<file path="config.mk">
export PLATFORM = sky130hd
export DESIGN_NAME = fetch_ctrl
export DESIGN_NICKNAME = d
export VERILOG_FILES = /design/src/rtl/fetch_ctrl.sv
export SDC_FILE = /design/constraint.sdc
export NUM_CORES = 1
export LEC_CHECK = 0
export BUFFER_PORTS_ARGS = -buffer_cell sky130_fd_sc_hd__buf_2
export CAP_MARGIN = 20
export CORE_ASPECT_RATIO = 1.75
export CORE_MARGIN = 1
export CORE_UTILIZATION = 50
export CTS_CLUSTER_SIZE = 8
export DETAILED_ROUTE_END_ITERATION = 12
export PLACE_DENSITY = 0.74
export SYNTH_ARGS = -nofsm -noshare
export SYNTH_HDL_FRONTEND = slang
export SYNTH_SLANG_ARGS = --single-unit
</file>
<file path="constraint.sdc">
create_clock -name clk -period 7.89 [get_ports clk]
set_clock_uncertainty 0.2 [all_clocks]
set_input_delay 0.789 -clock clk [delete_from_list [all_inputs] [get_ports clk]]
set_output_delay 0.789 -clock clk [all_outputs]
set_load 0.005 [all_outputs]
</file>
<file path="src/rtl/fetch_ctrl.sv">
`default_nettype none
// ============================================================================
// Module      : fetch_ctrl
// Description : Instruction-fetch sequencer for a 5-stage MIPS pipeline.
//               Owns the PC, drives the req/ack handshake to instruction
//               memory and presents {pc, instr, valid} to the IF/ID register.
//               Takes next-PC redirects resolved in ID and hazard stalls.
//               The MIPS delay slot is honoured: a redirect never disturbs
//               the fetch already in flight or the word already presented.
// Ports       : clk, reset        - clock, synchronous active-high reset
//               stall_i           - IF/ID hold; presented word not consumed
//               redirect_valid/pc - ID-stage next-PC override (1-cycle pulse)
//               imem_req/addr     - fetch request / address (held until ack)
//               imem_ack/rdata    - memory response
//               if_valid/pc/instr - word presented to IF/ID
// Revision    : 1.0 - initial release
// ============================================================================
module fetch_ctrl #(
    parameter logic [31:0] RESET_PC = 32'h0000_3000
) (
    input  logic        clk,
    input  logic        reset,
    input  logic        stall_i,
    input  logic        redirect_valid,
    input  logic [31:0] redirect_pc,
    output logic        imem_req,
    output logic [31:0] imem_addr,
    input  logic        imem_ack,
    input  logic [31:0] imem_rdata,
    output logic        if_valid,
    output logic [31:0] if_pc,
    output logic [31:0] if_instr
);

    typedef enum logic [1:0] {
        S_RESET = 2'd0,
        S_FETCH = 2'd1,
        S_VALID = 2'd2
    } state_t;

    state_t      r_state;
    logic [31:0] r_pc;          // address of the fetch in flight
    logic [31:0] r_next_pc;     // address of the fetch after it
    logic        r_if_valid;
    logic [31:0] r_if_pc;
    logic [31:0] r_if_instr;

    logic [31:0] w_redir_pc;
    logic [31:0] w_nxt;
    logic        w_req;
    logic [31:0] w_addr;
    logic        w_ack;

    assign w_redir_pc = {redirect_pc[31:2], 2'b00};
    assign w_nxt      = redirect_valid ? w_redir_pc : r_next_pc;

    // Request is combinational so that an unstalled S_VALID cycle can issue
    // the next fetch immediately, giving one instruction per cycle with a
    // zero-wait memory. Reset drops the request in the very cycle it is seen.
    always_comb begin
        w_req  = 1'b0;
        w_addr = r_pc;
        case (r_state)
            S_FETCH: w_req = 1'b1;
            S_VALID: begin
                if (!stall_i) begin
                    w_req  = 1'b1;
                    w_addr = w_nxt;
                end
            end
            default: w_req = 1'b0;
        endcase
        if (reset) begin
            w_req = 1'b0;
        end
    end

    assign w_ack = w_req & imem_ack;

    always_ff @(posedge clk) begin
        if (reset) begin
            r_state    <= S_RESET;
            r_pc       <= RESET_PC;
            r_next_pc  <= RESET_PC;
            r_if_valid <= 1'b0;
            r_if_pc    <= RESET_PC;
            r_if_instr <= 32'h0;
        end else begin
            case (r_state)
                S_RESET: begin
                    r_state <= S_FETCH;
                    if (redirect_valid) begin
                        r_next_pc <= w_redir_pc;
                    end
                end
                S_FETCH: begin
                    if (w_ack) begin
                        r_if_valid <= 1'b1;
                        r_if_pc    <= r_pc;
                        r_if_instr <= imem_rdata;
                        r_state    <= S_VALID;
                        // The word in flight is the delay slot; a redirect
                        // seen now steers the fetch after it.
                        r_next_pc  <= redirect_valid ? w_redir_pc : r_pc + 32'd4;
                    end else if (redirect_valid) begin
                        r_next_pc  <= w_redir_pc;
                    end
                end
                S_VALID: begin
                    if (stall_i) begin
                        if (redirect_valid) begin
                            r_next_pc <= w_redir_pc;
                        end
                    end else begin
                        r_pc <= w_nxt;
                        if (w_ack) begin
                            r_if_pc    <= w_nxt;
                            r_if_instr <= imem_rdata;
                            // A redirect here was already used as this
                            // fetch's address, so continue sequentially.
                            r_next_pc  <= w_nxt + 32'd4;
                        end else begin
                            r_if_valid <= 1'b0;
                            r_state    <= S_FETCH;
                            r_next_pc  <= w_nxt;
                        end
                    end
                end
                default: r_state <= S_RESET;
            endcase
        end
    end

    assign imem_req  = w_req;
    assign imem_addr = w_addr;
    assign if_valid  = r_if_valid;
    assign if_pc     = r_if_pc;
    assign if_instr  = r_if_instr;

endmodule
`default_nettype wire

</file>
==> metrics <==
sw power=0.494 mW; Lkg Pwr=3.66 nW; CP required=6.90 ns; Sink Count=131; CTS Hold Bufs=0; #FFs+latches synth=131; critical path capture point type=output pin; GPL Wtd Cong=0.929; Setup WS post-layout=3.40 ns; Synth async-reset ratio=0%; largest fanout on the critical path=79; htree depth=4; GRT Total Usage=29.9%; Avg Vias per Cell=6.03; CP startpoint kind=input port; Area Overhead vs Synth=18.4%; clock tree from TritonCTS=yes; first-pass GRT wire length=37.3 mm; reg2reg end=r_next_pc[29]; Num CTS Buffers=17; sequential fraction of the synthesis area=33.6%; Final ANT Viol Nets=0; status=finished, final reports clean; gr ovfl total=0; Sw Ratio=27.8%; Yosys top cell area share=33.6%; Root Buffer=clkbuf_16; worst r2r path cells=8; Post-CTS Setup Bufs=0; hold_sp=if_pc[8]; layout net count=1230; Buffers on Ports=164; DRT iter0 DRCs=665; share of layout cells above drive strength 1=19.9%; # DRC=0; Hold Path Class=flop to flop; vias in the first global route=7401; die area=16200 sq um; normalized max-slew margin=21.9%; Post-synth EDFFs=0; antenna violations before repair=1; final setup fails=0; setup TNS=0 ns; max frequency=0.222 GHz; Pre-antenna DRT Iters=7; CORE AREA=15300 sq um; worst path arrival time=3.51 ns; clock latency on the worst-skew pair=0.42 ns; CTS clk-pin slew, worst paths=0.06 ns; Ys Warns=0; Post-CTS Resized=0; worst hold path endpoint=if_pc[8]; worst vdd ir=0.152 mV; Final Cycle Share=57.0%; Reg2Reg Setup Slack=3.50 ns; final wirelength=24.1 mm; RSZ-0062 raised after global routing=false; Place WS=3.42 ns; die span in y=167 microns; Detail Placement HPWL=16.4 mm; Final min period=4.49 ns; power per standard cell area=192 nW/um^2; Placement Rows=60; clock group share of total power=46.4%; Synth area leader=dfxtp_1; synthesized instance count=1042; Die X=96.5 microns; WS Path Type=input port to output pin; sequential share of power=39.6%; ys flop type=dfxtp_1; worst reg2reg path startpoint=r_state[1]; Hold Fails Final Rpt=0; post-synth cell types=77; Avg Inst Size Synth=7.50 sq um; Cells on Worst Hold Path=2; largest net degree at the start of global routing=80; Internal=1.28 mW; total number of vias=8157; IO Count=167; combinational group share of total power=14.0%; routed wire length per instance=17.8 microns; starting density of the core=51.0%; Tightest Pin Transition=1.17 ns; cell area after synthesis=7820 sq um; synth top area cells=dfxtp_1 (34%), nand2_1 (9.7%), a21oi_1 (6.3%), o21ai_0 (4.3%), mux2i_1 (4.0%); Max-Cap Viols=0; Post-Syn Nets=1118; Pins Over Slew Limit=0; clock buffer depth=2
## through the flow
step                      instances  hold slack [ns]  power [mW]  instance area [sq um]  utilization, %
after CTS                      1350            0.249        1.78                   9220            60.2
after floorplan                1042            0.240       0.881                   7820               -
final                          1353            0.247        1.78                   9250            60.4
after global placement         1319            0.236       0.957                   8620            56.3
after global routing           1353            0.267        1.84                   9250            60.4
after detailed placement       1319            0.241       0.961                   8620            56.3
## power by group through the flow
| stage | logic, mW | registers [mW] | clock network, mW |
|---|---|---|---|
| 4_1_cts | 0.246 | 0.702 | 0.834 |
| 3_5_place_dp | 0.244 | 0.717 | 0 |
| 6_report | 0.249 | 0.703 | 0.826 |
| 3_3_place_gp | 0.241 | 0.716 | 0 |
| 2_1_floorplan | 0.168 | 0.713 | 0 |
| 5_1_grt | 0.273 | 0.705 | 0.861 |
## registers in the layout, summed over array words and instances (netlist names)
register and flops:
if_instr 32, r_pc 32, if_pc 32, r_state 2, r_next_pc 32, if_valid 1
## cells in the mapped netlist (4+ instances only)
master	n
a211oi_1	18
a21boi_0	5
a21oi_1	99
a221oi_1	16
a22oi_1	6
a31oi_1	5
and3_1	4
buf_1	5
buf_2	12
buf_4	4
clkbuf_1	58
dfxtp_1	131
ha_1	7
inv_1	40
mux2i_1	31
nand2_1	202
nand2b_1	11
nand3_1	32
nand3b_1	9
nand4_1	14
nor2_1	52
nor2b_1	35
nor3_1	17
nor4_1	7
o211ai_1	26
o21a_1	5
o21ai_0	67
o221ai_1	4
o31ai_1	8
or2_2	5
xnor2_1	13
xor2_1	21
## critical path: stages
cell and delay [ns]:
buf_4 0.27, buf_4 0.71, inv_1 0.55, a21boi_0 0.75
o21ai_0 0.21, buf_2 0.17
## routing by layer
metal  global-route usage [%]  routed length [microns]
met5                        0                        0
met3                     4.50                     1430
met4                     18.7                     1330
met1                     34.3                     9280
met2                     50.4                    12000
## cell type report
class	instances	area (sq um)
inverter	40	150
multi-input combinational	789	4720
sequential	131	2620
antenna	1	2.50
fill	1470	6060
clock buffer	20	457
timing repair buffer	175	921
tap	186	233
clock inverter	11	151
## cell usage in the layout, fill, tap and decap left out, drive strengths merged, types with 6 or more instances in the layout
cell	netlist	routed
nand2	202	202
a211oi	18	18
xor2	21	21
mux2i	31	31
dfxtp	131	131
nor2	52	52
nor2b	35	35
nand3b	10	10
a21oi	99	99
inv	40	42
a22oi	6	6
nand4	15	15
nand3	33	33
nor3	17	17
nand2b	11	11
a221oi	19	19
nor4	10	10
o31ai	8	8
o211ai	26	26
buf	22	175
o21ai	69	69
ha	7	7
xnor2	13	13
clkbuf	60	20
## how the worst max path moves through the flow
stage,end,cells after the start,slack (ns),startpoint
finish,imem_addr[20],6,3.40,redirect_valid
global route,imem_addr[20],6,3.15,redirect_valid
CTS,imem_addr[20],6,3.47,redirect_valid
detailed placement,r_next_pc[29],8,3.42,redirect_valid
global placement,r_next_pc[29],8,3.51,redirect_valid
floorplan,r_next_pc[28],14,4.20,redirect_valid
## cell families (layout without fill, tap and decap cells)
group / after synthesis / count (layout) / share of synthesized area [%]
and+or+nand+nor: 415 / 415 / 26.1
AOI/OAI and AO/OA: 300 / 300 / 24.8
DFF: 131 / 131 / 33.6
buffers and inverters: 122 / 246 / 6.40
xor gates and xnor gates: 34 / 34 / 3.81
muxes: 33 / 33 / 4.26
adders and majority gates: 7 / 7 / 1.12
other: 0 / 1 / 0
Power figures use the tool's default switching activity.
